[src/rtl/shift_rows_pipe.sv]
// Rijndael ShiftRows / InvShiftRows over an NB-column state (InvShiftRows only when SHIFT_ROWS_INV_EN is defined).
// Latency: 1 cycle from acceptance to out_valid when the 2-entry result FIFO is empty.
// Backpressure: in_ready = FIFO not full (registered, independent of out_ready); out_data held while stalled.
module shift_rows_pipe #(
    parameter int NB     = 4,
    parameter int DATA_W = 32 * NB
) (
    input  logic              clk,
    input  logic              rst_n,
    input  logic [DATA_W-1:0] in_data,
    input  logic              in_inv,
    input  logic              in_valid,
    output logic              in_ready,
    output logic [DATA_W-1:0] out_data,
    output logic              out_valid,
    input  logic              out_ready,
    output logic [1:0]        occupancy
);

    if (!(NB == 4 || NB == 6 || NB == 8)) begin : g_bad_nb
        $error("shift_rows_pipe: NB must be 4, 6 or 8");
    end
    if (DATA_W != 32 * NB) begin : g_bad_width
        $error("shift_rows_pipe: DATA_W must equal 32*NB");
    end

    typedef enum logic [1:0] {
        EMPTY = 2'd0,
        HALF  = 2'd1,
        FULL  = 2'd2
    } occ_e;

    occ_e              state;
    occ_e              state_nxt;
    logic              push;
    logic              pop;
    logic              wr_ptr;
    logic              rd_ptr;
    logic [DATA_W-1:0] mem [2];
    logic [DATA_W-1:0] fwd_data;
    logic [DATA_W-1:0] shift_data;

    // Byte (r,c) lives at the MSB end, column-major; rows 2/3 shift one further for NB=8.
    for (genvar c = 0; c < NB; c++) begin : g_col
        for (genvar r = 0; r < 4; r++) begin : g_row
            localparam int OFF   = (NB == 8 && r >= 2) ? r + 1 : r;
            localparam int SRC_F = (c + OFF) % NB;
            assign fwd_data[DATA_W-1-8*(4*c+r) -: 8] = in_data[DATA_W-1-8*(4*SRC_F+r) -: 8];
        end
    end

`ifdef SHIFT_ROWS_INV_EN
    logic [DATA_W-1:0] inv_data;

    for (genvar c = 0; c < NB; c++) begin : g_inv_col
        for (genvar r = 0; r < 4; r++) begin : g_inv_row
            localparam int OFF   = (NB == 8 && r >= 2) ? r + 1 : r;
            localparam int SRC_I = (c - OFF + NB) % NB;
            assign inv_data[DATA_W-1-8*(4*c+r) -: 8] = in_data[DATA_W-1-8*(4*SRC_I+r) -: 8];
        end
    end

    assign shift_data = in_inv ? inv_data : fwd_data;
`else
    logic unused_inv;

    assign unused_inv = in_inv;
    assign shift_data = fwd_data;
`endif

    always_comb begin
        state_nxt = state;
        in_ready  = 1'b1;
        out_valid = 1'b0;
        push      = 1'b0;
        pop       = 1'b0;
        case (state)
            EMPTY: begin
                push = in_valid;
                if (push) state_nxt = HALF;
            end
            HALF: begin
                out_valid = 1'b1;
                push      = in_valid;
                pop       = out_ready;
                if (push && !pop)      state_nxt = FULL;
                else if (pop && !push) state_nxt = EMPTY;
            end
            FULL: begin
                in_ready  = 1'b0;
                out_valid = 1'b1;
                pop       = out_ready;
                if (pop) state_nxt = HALF;
            end
            default: begin
                state_nxt = EMPTY;
            end
        endcase
    end

    // Storage is cleared too, so out_data reads zero from reset until the first push.
    always_ff @(posedge clk or negedge rst_n) begin
        if (!rst_n) begin
            state  <= EMPTY;
            wr_ptr <= 1'b0;
            rd_ptr <= 1'b0;
            mem[0] <= '0;
            mem[1] <= '0;
        end else begin
            state <= state_nxt;
            if (push) begin
                mem[wr_ptr] <= shift_data;
                wr_ptr      <= ~wr_ptr;
            end
            if (pop) begin
                rd_ptr <= ~rd_ptr;
            end
        end
    end

    assign out_data  = mem[rd_ptr];
    assign occupancy = state;

endmodule

[config.mk]
export PLATFORM = sky130hd
export DESIGN_NAME = shift_rows_pipe
export DESIGN_NICKNAME = d
export VERILOG_FILES = /design/src/rtl/shift_rows_pipe.sv
export SDC_FILE = /design/constraint.sdc
export NUM_CORES = 1
export LEC_CHECK = 0
export BUFFER_PORTS_ARGS = -buffer_cell sky130_fd_sc_hd__buf_2
export CAP_MARGIN = 15
export CELL_PAD_IN_SITES_DETAIL_PLACEMENT = 1
export CELL_PAD_IN_SITES_GLOBAL_PLACEMENT = 2
export CORE_UTILIZATION = 42
export CTS_CLUSTER_DIAMETER = 150
export DETAILED_ROUTE_END_ITERATION = 10
export GPL_TIMING_DRIVEN = 0
export PLACE_DENSITY_LB_ADDON = 0.1
export SYNTH_ARGS = -nofsm -noshare
export SYNTH_HDL_FRONTEND = slang
export SYNTH_SLANG_ARGS = --single-unit
export TNS_END_PERCENT = 50
[constraint.sdc]
create_clock -name clk -period 4.5 [get_ports clk]
set_clock_uncertainty 0.2 [all_clocks]
set_input_delay 0 -clock clk [delete_from_list [all_inputs] [get_ports clk]]
set_output_delay 0 -clock clk [all_outputs]
set_load 0.01 [all_outputs]
; Yosys cells after proc, flatten, opt, wreduce, memory -nomap -nowiden
; Index checks and enable logic that the tools add are counted.
[word_totals]
register_bits = 260
input_bits = 133
output_inout_bits = 132
[classes]
magnitude_cmp = 3
n_eq_ne = 5
n_mux = 15
bitwise_logic = 4
reduce_logical = 9
[op_table]
columns = cell, n
row1 = $mux 128, 4
row2 = $bwmux 256, 1
row3 = $demux 128 s1, 1
row4 = $mux 2, 4
row5 = $pmux 2 s3, 1
row6 = $ge 2x2->1 const B, 2
row7 = $mux 1, 4
row8 = $ne 2x2->1 const B, 2
row9 = $not 1->2, 2
row10 = $reduce_or 2->1, 2
row11 = $logic_and 1x1->1, 3
row12 = $ne 3x3->1 const B, 1
row13 = $reduce_and 3->1, 1
row14 = $eq 2x1->1 const B, 1
row15 = $eq 2x2->1 const B, 1
row16 = $logic_not 1->1, 2
row17 = $logic_not 2->1, 1
row18 = $lt 2x1->1 const B, 1
row19 = $not 1->1, 2

; Depth between registers and ports, before layout
[depth]
word_depth = 6
mapped_depth = 7
ltp_nobuf = 5

; Least setup slack after synthesis
; No wires, ideal clock.
[synth_path]
path_type = register to register
start = register state[0] (netlist: occupancy[0])
end = register mem[107] (netlist name)
t_arrival_ps = 1646
setup_slack_ps = 2529
stages_incl_launch_ff = 7
path_buffers = 2
synth_period_minus_slack_ps = 1971
cell_sequence = dfrtp_1 -> inv_1 -> ha_1 -> o211ai_1 -> buf_4 -> buf_8 -> mux2_2
[synth_via]
elab_chain_len = 3
[synth_lines]
columns = item, line
row1 = from (decl), 33  ; occ_e state;
row2 = from (signal assigned), 110  ; state <= state_nxt;
row3 = $eq 2x1->1 / $logic_not 2->1 (equally long branches), 77  ; case (state)
row4 = $reduce_or 2->1 (no source line) *, -
row5 = $mux 1 *, 77
row6 = "to (signal, indexed assignment)", 112  ; mem[wr_ptr] <= shift_data;
row7 = to (decl), 39  ; logic [DATA_W-1:0] mem [2];
; Mark *: on every way between the ends. The rest lies on a longest branch, timed or not.
; A chain may end at the register's enable or synchronous reset.

; Worst setup path in the final report
[layout_path]
start = register state[0] (netlist: occupancy[0])
end = register mem[234] (netlist name)
; Same word-level chain as after synthesis.

==> results.py <==
metrics = {
    "synthesis": {
        "synth-seq-cells": 260,
        "yosysSeqAreaShare_pct": 54.7,
        "syn_nets": 846,
        "async_flop_share_pct": 100,
        "ys_types": 19,
        "synth_top_area_cell": "dfrtp_1",
        "synth_top_area_share_pct": 54.7,
        "synth-edff-count": 0,
        "netlist_area_sq_mm": 0.0119,
        "avgSynthCellArea_sq_um": 16.8,
        "yosysWarnings": 0,
        "netlist_instances": 708,
        "synth_area_leaders": "dfrtp_1, mux2_2, mux2_4",
        "yosys_most_used_dff": "dfrtp_1",
        "yosysMostFrequentCell": "mux2_2",
        "synth_common_cells": "mux2_2, dfrtp_1, mux2_4",
    },
    "sta": {
        "finalSetupTns_ns": 0,
        "worst_pin_slew_ns": 0.629,
        "hold_violations": 0,
        "max_slew_margin_pct": 58.0,
        "rsz0062_at_grt": "no",
        "fmax_mhz": 399,
        "slew_viol_final": 0,
        "setup_viol": 0,
        "finalCritPeriodShare_pct": 55.7,
        "fin_crit_ns": 2.50,
    },
    "layout": {
        "fin_nets": 1278,
        "area_delta_synth_final_pct": 35.5,
        "stdcell_count": 1541,
        "final_area_sq_mm": 0.0161,
        "layout-drive-gt1-share_pct": 63.5,
    },
    "critical_path": {
        "path_max_fanout": 10,
        "end_kind": "flip-flop",
        "required_ns": 4.73,
        "worstPathArrival_ns": 2.73,
        "startpoint_type": "flip-flop",
        "path_class": "reg -> reg",
    },
    "routing": {
        "drtPass1Iterations": 4,
        "drc": 0,
        "wl_um": 29900,
        "wl_per_cell_um": 19.4,
        "vias_per_cell": 4.80,
        "via_count": 7399,
        "dr.first_iter.drc_count": 203,
        "drtAntennaViolNets": 0,
    },
    "placement": {
        "gp_congestion": 0.735,
        "post_dp_cell_area_sq_mm": 0.0137,
        "dp_hpwl_um": 19600,
        "portBuffers": 263,
        "dp_cells": 1351,
    },
    "clock_network": {
        "post_cts_resized": 0,
        "cts-buffers-inserted": 30,
        "worstSkewPairLatency_ns": 0.54,
        "clk_pin_slew_ns": 0.06,
        "clock_sink_count": 260,
        "htree_num_levels": 1,
        "cts-root-buf": "clkbuf_16",
        "cts.path.max_buffers": 3,
        "cts_tree": "done",
    },
    "global_route": {
        "grt_usage_pct": 20.9,
        "grt_pass1_wl_um": 47100,
        "antenna_found_initial": 2,
        "grt_max_degree": 117,
        "gr-total-overflow": 0,
        "grt_pass1_vias": 8241,
    },
    "floorplanning": {
        "num_io_pins": 265,
        "die_h_um": 170,
        "rows": 61,
        "dieArea_sq_mm": 0.0290,
        "die_w_um": 170,
        "floorplan.initialDensity_pct": 42.8,
        "core_sq_mm": 0.0278,
    },
    "power": {
        "p_per_area_mw_per_mm2": 778,
        "peakVddDrop_v": 0.000386,
        "p_leak_nw": 7.44,
    },
    "hold_path": {
        "hold_class": "in -> reg",
    },
    "run": {
        "cap_violations": 0,
    },
    "outcome": {
        "status": "completed",
    },
}
-- state kept, by name, indices dropped and copies added, names as in the netlist --
name       cells
rd_ptr         1
wr_ptr         1
mem          256
occupancy      2
-- placed cells by master, fill, tap and decap left out --
cell,count
mux2_2,280
buf_2,275
dfrtp_1,260
dlygate4sd3_1,134
mux2_4,104
clkbuf_16,31
buf_12,13
buf_6,12
clkbuf_8,11
clkbuf_1,9
inv_1,5
ha_1,5
diode_2,3
buf_8,3
nand2_1,3
buf_16,3
mux2i_1,2
xnor2_1,2
o21ai_2,1
nor2_2,1
o211ai_1,1
buf_4,1
o21bai_1,1
o221ai_1,1
clkinv_2,1
bufinv_16,1
-- final cells by class --
| cell class | instances | area [sq um] |
|---|---|---|
| Multi-Input combinational cell | 401 | 4860 |
| Timing Repair Buffer | 400 | 2750 |
| Sequential cell | 260 | 6510 |
| Tap cell | 378 | 473 |
| Clock buffer | 50 | 957 |
| Fill cell | 2727 | 11700 |
| Antenna cell | 3 | 7.51 |
| Clock inverter | 2 | 35.0 |
| Inverter | 5 | 18.8 |
| Buffer | 42 | 502 |
-- worst paths after layout --
kind                              start       end  slack (ns)  cells past startpoint
setup / recovery           occupancy[0]  mem[234]        2.00                      7
hold / removal              in_data[56]  mem[184]        0.03                      3
setup reg to reg           occupancy[0]  mem[234]        2.00                      7
hold reg to reg                 mem[54]   mem[54]        0.30                      1
max in group asynchronous         rst_n  mem[152]        2.77                      5
min in group asynchronous         rst_n  mem[171]        0.37                      4
-- metrics by stage --
stage	hold slack, ns	worst slack [ns]	total power [mW]	utilization, %
2_1_floorplan	-0.496	2.53	8.18	-
3_3_place_gp	0.0458	-1.88	9.93	49.2
3_5_place_dp	-0.199	2.27	10.1	49.5
4_1_cts	0.00269	1.96	12.7	58.0
5_1_grt	0.0235	1.88	13.3	58.0
6_report	0.0328	2.00	12.5	58.0
-- power breakdown --
part	internal, mW	total, mW	switching, mW
Combinational	3.46	5.95	2.49
Sequential	3.56	4.17	0.610
Clock	1.48	2.42	0.935
-- worst max-delay path, stage by stage, from the launching register on --
cell and delay, ns:
dfrtp_1 0.42, inv_1 0.12, ha_1 0.26, o21ai_2 0.10, nor2_2 0.17, buf_6 0.21, mux2_2 0.35, dlygate4sd3_1 0.55
-- logic make-up after synthesis --
group / count (synthesis) / share of synthesized area [%]
adder cells (fa/ha/maj): 5 / 0.526
buffers and inverters: 47 / 4.38
flip-flops: 260 / 54.7
AO/OA/AOI/OAI: 4 / 0.274
XOR/XNOR: 2 / 0.147
multiplexers: 386 / 39.8
AND/OR/NAND/NOR: 4 / 0.147
-- layer usage --
| layer | up-vias | track usage, % | wire length (um) |
|---|---|---|---|
| li1 | 3400 | - | - |
| met4 | 0 | 5.25 | 635 |
| met5 | - | 0 | 0 |
| met2 | 180 | 35.1 | 14600 |
| met3 | 40 | 4.56 | 1600 |
| met1 | 3779 | 27.2 | 13100 |
-- repair_timing --
action                     CTS  global route
setup buffers                0             0
setup endpoints to repair    0             0
hold buffers               135             0
hold endpoints to repair   404             0
(Power assumes the default switching activity.)
